<file path="config.mk">
export PLATFORM = sky130hd
export DESIGN_NAME = eq_training_sequencer
export DESIGN_NICKNAME = d
export VERILOG_FILES = /design/src/rtl/eq_training_sequencer.sv
export SDC_FILE = /design/constraint.sdc
export NUM_CORES = 1
export LEC_CHECK = 0
export CAP_MARGIN = 20
export CORE_MARGIN = 2
export CORE_UTILIZATION = 51
export DETAILED_ROUTE_END_ITERATION = 16
export PLACE_DENSITY = 0.73
export REMOVE_ABC_BUFFERS = 1
export SLEW_MARGIN = 15
export SYNTH_ARGS = -nofsm -noshare
export SYNTH_HDL_FRONTEND = slang
export SYNTH_SLANG_ARGS = --single-unit
</file>
<file path="constraint.sdc">
create_clock -name i_clk -period 8.27 [get_ports i_clk]
set_clock_uncertainty 0.2 [all_clocks]
set_input_delay 1.654 -clock i_clk [delete_from_list [all_inputs] [get_ports i_clk]]
set_output_delay 1.654 -clock i_clk [all_outputs]
set_load 0.005 [all_outputs]
</file>
<file path="src/rtl/eq_training_sequencer.sv">
// rtl/eq_training_sequencer.sv - two-gear LMS training sequencer with coefficient snapshot/restore
module eq_training_sequencer #(
  parameter int NUM_TAPS     = 11,
  parameter int COEF_WIDTH   = 16,
  parameter int RD_LAT       = 2,
  parameter int HOLD_SAMPLES = 32
) (
  input  logic                  i_clk,
  input  logic                  i_reset,
  input  logic                  i_start,
  input  logic                  i_abort,
  input  logic                  i_restore_req,
  input  logic                  i_sample_valid,
  input  logic [15:0]           i_eq_error_power,
  input  logic                  i_eq_converged,
  input  logic [COEF_WIDTH-1:0] i_eq_coef_rdata,
  output logic                  o_eq_training_mode,
  output logic                  o_eq_freeze_coefs,
  output logic [7:0]            o_eq_step_size,
  output logic                  o_eq_coef_read,
  output logic                  o_eq_coef_write,
  output logic [3:0]            o_eq_coef_addr,
  output logic [COEF_WIDTH-1:0] o_eq_coef_wdata,
  input  logic [7:0]            i_cfg_step_coarse,
  input  logic [7:0]            i_cfg_step_fine,
  input  logic [15:0]           i_cfg_coarse_len,
  input  logic [15:0]           i_cfg_power_thresh,
  input  logic [15:0]           i_cfg_max_samples,
  output logic                  o_busy,
  output logic                  o_done,
  output logic                  o_fail,
  output logic                  o_snapshot_valid,
  output logic [2:0]            o_state_out,
  output logic [15:0]           o_train_count
);

  typedef enum logic [2:0] {
    S_IDLE    = 3'd0,
    S_COARSE  = 3'd1,
    S_FINE    = 3'd2,
    S_HOLD    = 3'd3,
    S_SNAP    = 3'd4,
    S_DONE    = 3'd5,
    S_FAIL    = 3'd6,
    S_RESTORE = 3'd7
  } state_t;

  localparam logic [3:0]  LAST_ADDR = 4'(NUM_TAPS - 1);
  localparam logic [3:0]  LAT_END   = 4'(RD_LAT);
  localparam logic [15:0] HOLD_END  = 16'(HOLD_SAMPLES);

  state_t                r_state, r_ret_state;
  logic                  r_training, r_freeze, r_read, r_write;
  logic [7:0]            r_step;
  logic [3:0]            r_addr, r_lat;
  logic [COEF_WIDTH-1:0] r_wdata;
  logic                  r_busy, r_done, r_fail, r_snap_valid;
  logic [15:0]           r_train_count, r_phase_cnt, r_hold_cnt, r_to_cnt;
  logic [COEF_WIDTH-1:0] r_bank [NUM_TAPS];

  state_t      w_state_nxt, w_ret_nxt;
  logic [7:0]  w_step_nxt;
  logic [15:0] w_phase_nxt, w_hold_nxt, w_to_nxt, w_tc_nxt;
  logic [15:0] w_phase_inc, w_hold_inc;
  logic [3:0]  w_lat_nxt, w_addr_nxt;
  logic        w_capture, w_done_nxt, w_fail_nxt, w_snapv_nxt, w_timeout;
  logic        w_train_nxt, w_access_nxt;

  assign o_eq_training_mode = r_training;
  assign o_eq_freeze_coefs  = r_freeze;
  assign o_eq_step_size     = r_step;
  assign o_eq_coef_read     = r_read;
  assign o_eq_coef_write    = r_write;
  assign o_eq_coef_addr     = r_addr;
  assign o_eq_coef_wdata    = r_wdata;
  assign o_busy             = r_busy;
  assign o_done             = r_done;
  assign o_fail             = r_fail;
  assign o_snapshot_valid   = r_snap_valid;
  assign o_state_out        = r_state;
  assign o_train_count      = r_train_count;

  assign w_phase_inc  = r_phase_cnt + 16'd1;
  assign w_hold_inc   = r_hold_cnt + 16'd1;
  assign w_timeout    = (i_cfg_max_samples != 16'd0) && ((r_to_cnt + 16'd1) >= i_cfg_max_samples);
  assign w_train_nxt  = (w_state_nxt == S_COARSE) || (w_state_nxt == S_FINE) || (w_state_nxt == S_HOLD);
  assign w_access_nxt = (w_state_nxt == S_SNAP) || (w_state_nxt == S_RESTORE);

  always_comb begin
    w_state_nxt = r_state;
    w_ret_nxt   = r_ret_state;
    w_step_nxt  = r_step;
    w_phase_nxt = r_phase_cnt;
    w_hold_nxt  = r_hold_cnt;
    w_to_nxt    = r_to_cnt;
    w_lat_nxt   = r_lat;
    w_addr_nxt  = r_addr;
    w_capture   = 1'b0;
    w_done_nxt  = r_done;
    w_fail_nxt  = r_fail;
    w_snapv_nxt = r_snap_valid;
    w_tc_nxt    = r_train_count;
    if (r_training && i_sample_valid && (r_train_count != 16'hFFFF))
      w_tc_nxt = r_train_count + 16'd1;

    case (r_state)
      S_IDLE, S_DONE, S_FAIL: begin
        // abort outranks restore and start even where it has nothing to stop
        if (!i_abort) begin
          if (i_restore_req && r_snap_valid) begin
            w_state_nxt = S_RESTORE;
            w_ret_nxt   = r_state;
            w_lat_nxt   = 4'd0;
            w_addr_nxt  = 4'd0;
          end else if (i_start) begin
            w_state_nxt = S_COARSE;
            w_step_nxt  = i_cfg_step_coarse;
            w_done_nxt  = 1'b0;
            w_fail_nxt  = 1'b0;
            w_tc_nxt    = 16'd0;
            w_phase_nxt = 16'd0;
          end
        end
      end
      S_COARSE: begin
        if (i_abort) begin
          w_state_nxt = S_FAIL;
          w_fail_nxt  = 1'b1;
        end else if (i_sample_valid) begin
          w_phase_nxt = w_phase_inc;
          if ((w_phase_inc >= i_cfg_coarse_len) || (i_eq_error_power < i_cfg_power_thresh)) begin
            w_state_nxt = S_FINE;
            w_step_nxt  = i_cfg_step_fine;
            w_phase_nxt = 16'd0;
            w_hold_nxt  = 16'd0;
            w_to_nxt    = 16'd0;
          end
        end
      end
      S_FINE, S_HOLD: begin
        if (i_abort) begin
          w_state_nxt = S_FAIL;
          w_fail_nxt  = 1'b1;
        end else if (i_sample_valid) begin
          w_to_nxt = r_to_cnt + 16'd1;
          if (i_eq_converged) begin
            w_hold_nxt = w_hold_inc;
            // completing the hold beats a simultaneous timeout
            if (w_hold_inc >= HOLD_END) begin
              w_state_nxt = S_SNAP;
              w_hold_nxt  = 16'd0;
              w_lat_nxt   = 4'd0;
              w_addr_nxt  = 4'd0;
              w_snapv_nxt = 1'b0;
            end else if (w_timeout) begin
              w_state_nxt = S_FAIL;
              w_fail_nxt  = 1'b1;
            end else begin
              w_state_nxt = S_HOLD;
            end
          end else begin
            w_hold_nxt = 16'd0;
            if (w_timeout) begin
              w_state_nxt = S_FAIL;
              w_fail_nxt  = 1'b1;
            end else begin
              w_state_nxt = S_FINE;
              w_step_nxt  = i_cfg_step_fine;
            end
          end
        end
      end
      S_SNAP: begin
        if (i_abort) begin
          w_state_nxt = S_FAIL;
          w_fail_nxt  = 1'b1;
        end else if (r_lat == LAT_END) begin
          w_capture = 1'b1;
          w_lat_nxt = 4'd0;
          if (r_addr == LAST_ADDR) begin
            w_state_nxt = S_DONE;
            w_done_nxt  = 1'b1;
            w_snapv_nxt = 1'b1;
          end else begin
            w_addr_nxt = r_addr + 4'd1;
          end
        end else begin
          w_lat_nxt = r_lat + 4'd1;
        end
      end
      S_RESTORE: begin
        // lat 0 = write cycle, lat 1 = idle cycle
        if (r_lat == 4'd0) begin
          w_lat_nxt = 4'd1;
        end else begin
          w_lat_nxt = 4'd0;
          if (r_addr == LAST_ADDR) w_state_nxt = r_ret_state;
          else                     w_addr_nxt  = r_addr + 4'd1;
        end
      end
      default: w_state_nxt = S_IDLE;
    endcase
  end

  always_ff @(posedge i_clk) begin
    if (i_reset) begin
      r_state       <= S_IDLE;
      r_ret_state   <= S_IDLE;
      r_training    <= 1'b0;
      r_freeze      <= 1'b1;
      r_step        <= 8'd0;
      r_read        <= 1'b0;
      r_write       <= 1'b0;
      r_addr        <= 4'd0;
      r_wdata       <= '0;
      r_lat         <= 4'd0;
      r_busy        <= 1'b0;
      r_done        <= 1'b0;
      r_fail        <= 1'b0;
      r_snap_valid  <= 1'b0;
      r_train_count <= 16'd0;
      r_phase_cnt   <= 16'd0;
      r_hold_cnt    <= 16'd0;
      r_to_cnt      <= 16'd0;
    end else begin
      r_state       <= w_state_nxt;
      r_ret_state   <= w_ret_nxt;
      r_training    <= w_train_nxt;
      r_freeze      <= !w_train_nxt;
      r_step        <= w_step_nxt;
      r_read        <= (w_state_nxt == S_SNAP) && (w_lat_nxt < LAT_END);
      r_write       <= (w_state_nxt == S_RESTORE) && (w_lat_nxt == 4'd0);
      r_addr        <= w_access_nxt ? w_addr_nxt : 4'd0;
      if ((w_state_nxt == S_RESTORE) && (w_lat_nxt == 4'd0))
        r_wdata <= r_bank[w_addr_nxt];
      r_lat         <= w_lat_nxt;
      r_busy        <= !((w_state_nxt == S_IDLE) || (w_state_nxt == S_DONE) || (w_state_nxt == S_FAIL));
      r_done        <= w_done_nxt;
      r_fail        <= w_fail_nxt;
      r_snap_valid  <= w_snapv_nxt;
      r_train_count <= w_tc_nxt;
      r_phase_cnt   <= w_phase_nxt;
      r_hold_cnt    <= w_hold_nxt;
      r_to_cnt      <= w_to_nxt;
    end
  end

  always_ff @(posedge i_clk) begin
    if (!i_reset && w_capture)
      r_bank[r_addr] <= i_eq_coef_rdata;
  end

endmodule

</file>
# == Word-level counts from Yosys, hierarchy flattened ==
# Memories as Yosys holds them, arrays and structs flattened. A register that Yosys moved wholly into a read port is not among the register bits.
# Cells that the tools add are included.
# classes
n_bitwise,2
muxes,97
magnitude_cmp,5
n_addsub,6
n_reduce_logical,38
n_eq_ne,35
# ops
cell,count
$mux 16,20
$pmux 16 s2,3
$mux 8,10
$mux 4,18
$add 16x1->16 const B,4
$mux 3,17
$ge 16x16->1,2
$pmux 4 s4,2
$ne 2x2->1 const B,15
$eq 3x3->1 const B,8
$pmux 8 s3,1
$mux 1,22
$ge 16x6->1 const B,1
$lt 16x16->1,1
$ne 16x16->1 const B,1
$reduce_bool 16->1,1
$pmux 3 s5,1
$reduce_and 7->1,2
$eq 3x2->1 const B,4
$reduce_and 6->1,2
$reduce_and 11->1,1
$add 4x1->4 const B,2
$logic_not 4->1,2
$reduce_and 8->1,1
19 further kinds,42
# totals
output_inout_bits,55
memories,1
elab_cells,201
regBits,94
inputBits,103
mem_bits_rw,176
# memory_table
memory,depth,width,read_ports,rd_ports_with_merged_regs,wr,line_no,source
r_bank,11,16,1,1,1,59,logic [COEF_WIDTH-1:0] r_bank [NUM_TAPS];

# == Depth between registers and ports, before layout ==
# depth
word_depth,13
mapped_depth,19
depth_no_buf,18

# == Worst setup path before layout ==
# OpenSTA, ideal clock, no wires.
# synth_path
path_kind,input port to flip-flop
from,input i_cfg_power_thresh[13]
to,"register r_wdata[10], in the netlist o_eq_coef_wdata[10], read port of r_bank"
path_slack_ns,3.661
n_path_buf,1
required_time_ns,7.930
setup_time_ns,0.140
arrival_time_ns,4.270
cell_stages,12
cell_sequence,inv_1 > ha_1 > a21o_1 > a21o_1 > a211o_1 > a221oi_1 > nor3_1 > o221a_4 > or4_4 > buf_6 > o311ai_1 > o221ai_1
# synth_via
elab_chain_len,8
# synth_rtl
item,line_no,source
from (decl),27,"input logic [15:0] i_cfg_power_thresh,"
$lt 16x16->1,131,if ((w_phase_inc >= i_cfg_coarse_len) || (i_eq_error_power < i_cfg_power_thresh)) begin
$logic_or 1x1->1,131,
$mux 3,131,
$mux 3,129,end else if (i_sample_valid) begin
$mux 3,126,if (i_abort) begin
$pmux 3 s5,106,case (r_state)
$eq 3x3->1,234,if ((w_state_nxt == S_RESTORE) && (w_lat_nxt == 4'd0))
$logic_and 1x1->1,234,
to (decl),56,logic [COEF_WIDTH-1:0] r_wdata;
# Every way passes these cells.
# A chain may end at the register's enable or synchronous reset.

# == Worst setup path after layout ==
# layout_path
from,input i_abort
to,"register r_wdata[0], in the netlist o_eq_coef_wdata[0], read port of r_bank"
# layout_via
elab_chain_len,4
word_cells_on_any_way,16
cone_classes,eq/ne: 1; mux: 13; reduce/logical: 2
# layout_rtl
item,line_no,source
from (decl),11,"input logic i_abort,"
"$mux 3, or another cell as far along",174,if (i_abort) begin
$pmux 3 s5 or $pmux 4 s4 (tied branches),106,
$eq 3x3->1 or $logic_not 4->1 (tied branches),234,
$logic_and 1x1->1,234,
# Several ways; a longest one is shown, not always the timed one.

==> out/metrics.cfg <==
[worst_setup_path]
critPathSlowestCell=a21oi_4
crit_path_frequent_cell=o221ai_1
required_ns=8.47
start_kind=input pin
crit_type=input pin to register
crit_buf_inv=2
cpPeakStageDelay_ns=0.85
rrSetupSlack_ns=2.66
cp_max_fo=22
endpoint_kind=register
arrival_ns=6.07
crit_chain=clkdlybuf4s50_1 > buf_4 > nor4b_1 > a22oi_1 > nor2b_1 > a31oi_2 > a21oi_4 > nand2_1 > o221ai_1 > o221ai_1
path_delay_family=compound AO/OA/AOI/OAI gates

[synth]
synth.most_common_cell=edfxtp_1
synth_area_sq_mm=0.0142
ys_seq_area_frac=0.527
ys.warnings.count=0
yosys-top-cells-count=176 x edfxtp_1, 130 x nor2_1, 110 x dfxtp_1
ys.flop_type=edfxtp_1
synth_edf_count=176
synth.avg_cell_area_sq_um=10.8
syn_inst=1311
synth_cell_types=83
synthArstFlopShare=0
synth.largest_area_cell=edfxtp_1
synthTopCellsByArea=edfxtp_1 37%, dfxtp_1 15%, ha_1 5.1%, nor2_1 3.4%, mux2_2 2.6%
yosysTopAreaCellShare=0.372
synth-seq-cells=286

[cts]
clk_latency_ns=0.58
ctsHtreeMaxLevel=1
clkTransAtPathRegs_ns=0.06
ctsResizeCount=0
clk_path_buf_depth=3
ctsHoldBuffers=0
cts_setup_buffers=0
numCtsBuffers=30
root_buffer=clkbuf_16
clock-sinks=286
cts_tree=built

[timing]
rsz0062_at_grt=false
setup_viol=0
max_freq_mhz=170
max-slew-margin-rel=0.266
worstMarginPinSlew_ns=1.10
whs_ns=0.250
tns_ns=0
final-max-slew-violation-count=0
hold_viol=0
setup_ws_ns=2.40
fin_crit_sh=0.709
min_period_ns=5.87

[job]
max-cap-violations=0

[pwr]
pwr_density_cell_mw_per_mm2=219
finalPower_mw=3.71
p_leak_nw=6.31
ir_worst_vdd_uv=176

[cells_and_area]
drive_gt1_frac=0.0816
area_delta_synth_final_pct=19.5
final.fill_count=2280
finalNonFillerCells=1849
fin_util=0.615
nets=1607
fin_area_sq_mm=0.0170

[global_route]
grt_pass1_vias=10500
grt_pass1_wl_um=55700
overflow=0
track_usage=0.240
grt_max_degree=57
antenna_found_initial=0

[floorplan]
die_area_sq_mm=0.0292
die_w_um=171
initial_utilization=0.515
ioPinCount=158
core_sq_mm=0.0276
die_h_um=171
placementRows=61

[drt]
first_pass_iters=6
vias=10900
drtIter0Drc=1288
routed_wl_um=35600
drc=0
ant_nets=0
routedWlPerCell_um=19.2
viasPerCell=5.90

[placed_design]
dp.cells=1791
portBuffers=157
dp_hpwl_um=23300
post_dp_cell_area_sq_mm=0.0160
dp_slack_ns=1.86
gp_congestion=0.884

[min_path]
hp-class=register to register

[status]
status=complete, no violations

## report_power, final
| part | total (mW) | internal (mW) | switching [mW] |
|---|---|---|---|
| combinational | 0.737 | 0.296 | 0.441 |
| sequential | 1.64 | 1.57 | 0.0640 |
| clock | 1.34 | 0.785 | 0.555 |
| total | 3.71 | 2.65 | 1.06 |
## per-layer routing
layer	up-vias	global-route usage	wire, um	part of all wire
met5	-	0	0	0
met4	0	0.0623	631	0.018
met3	64	0.0481	2850	0.080
met2	442	0.385	16400	0.46
met1	5221	0.334	15700	0.44
li1	5179	-	-	-
## sequential cells by signal (all words and copies together), names as in the netlist, 3 cells and up
register and flops:
o_eq_coef_addr 4, r_to_cnt 16, r_phase_cnt 16, o_eq_coef_wdata 16
o_train_count 16, r_bank 176, o_eq_step_size 8, r_lat 4
o_state_out 3, r_ret_state 3, r_hold_cnt 16
## area by class of cell
cell class                 instances  area [sq um]  area share
clock buffer                      44           823      0.0485
clock inverter                    12           161     0.00950
inverter                          93           349      0.0206
antenna                            1          2.50    0.000147
tap                              378           473      0.0278
multi-input combinational        867          6010       0.354
sequential                       286          7490       0.441
timing repair buffer             168          1680      0.0987
## cells in the final DEF (no fill, tap or decap), types with 7 or more instances in the layout
| cell | n |
|---|---|
| nand4_1 | 18 |
| nand2_1 | 70 |
| a211oi_1 | 39 |
| mux2_2 | 33 |
| a21oi_1 | 55 |
| inv_1 | 93 |
| o21ai_0 | 59 |
| mux2i_1 | 24 |
| and3_1 | 25 |
| clkbuf_16 | 30 |
| dfxtp_1 | 110 |
| a221o_1 | 16 |
| buf_4 | 9 |
| xnor2_1 | 19 |
| o311ai_1 | 9 |
| nand3_1 | 28 |
| o2111ai_1 | 16 |
| or3_1 | 8 |
| nand3b_1 | 12 |
| o221ai_1 | 34 |
| edfxtp_1 | 176 |
| clkbuf_1 | 12 |
| a311oi_1 | 9 |
| ha_1 | 58 |
| a22oi_1 | 10 |
| nor3_1 | 22 |
| nor2b_1 | 7 |
| a21o_1 | 12 |
| nor2_1 | 130 |
| clkdlybuf4s50_1 | 156 |
| and2_1 | 20 |
| nand2b_1 | 14 |
| xor2_1 | 34 |
## final timing paths
path | start | endpoint | cells after the start
hold reg to reg | o_done | o_done | 2
hold / removal | o_done | o_done | 2
setup reg to reg | r_phase_cnt[2] | o_eq_coef_wdata[1] | 17
setup / recovery | i_abort | o_eq_coef_wdata[0] | 10
## logic make-up after synthesis
logic type                 count (synthesis)  share of synthesized area
muxes                                     58                     0.0438
xor gates and xnor gates                  53                     0.0326
and+or+nand+nor                          386                      0.136
buffers and inverters                    158                     0.0515
adders and majority gates                 59                     0.0517
DFF                                      286                      0.527
AOI/OAI and AO/OA                        311                      0.157
## worst register-to-register path, stage by stage, from the launching register on
cell,delay (ns)
dfxtp_1,0.39
nand3_1,0.22
nor3_1,0.50
and3_1,0.31
and3_1,0.26
and3_1,0.26
nand3_1,0.11
xnor2_1,0.16
ha_1,0.31
nand2_1,0.06
nor2_1,0.15
nand2_1,0.08
a31oi_1,0.30
nor3_1,0.18
o221a_4,0.37
nor4_2,0.27
nand4_1,0.88
o221ai_1,0.52
Power figures use the tool's default switching activity.
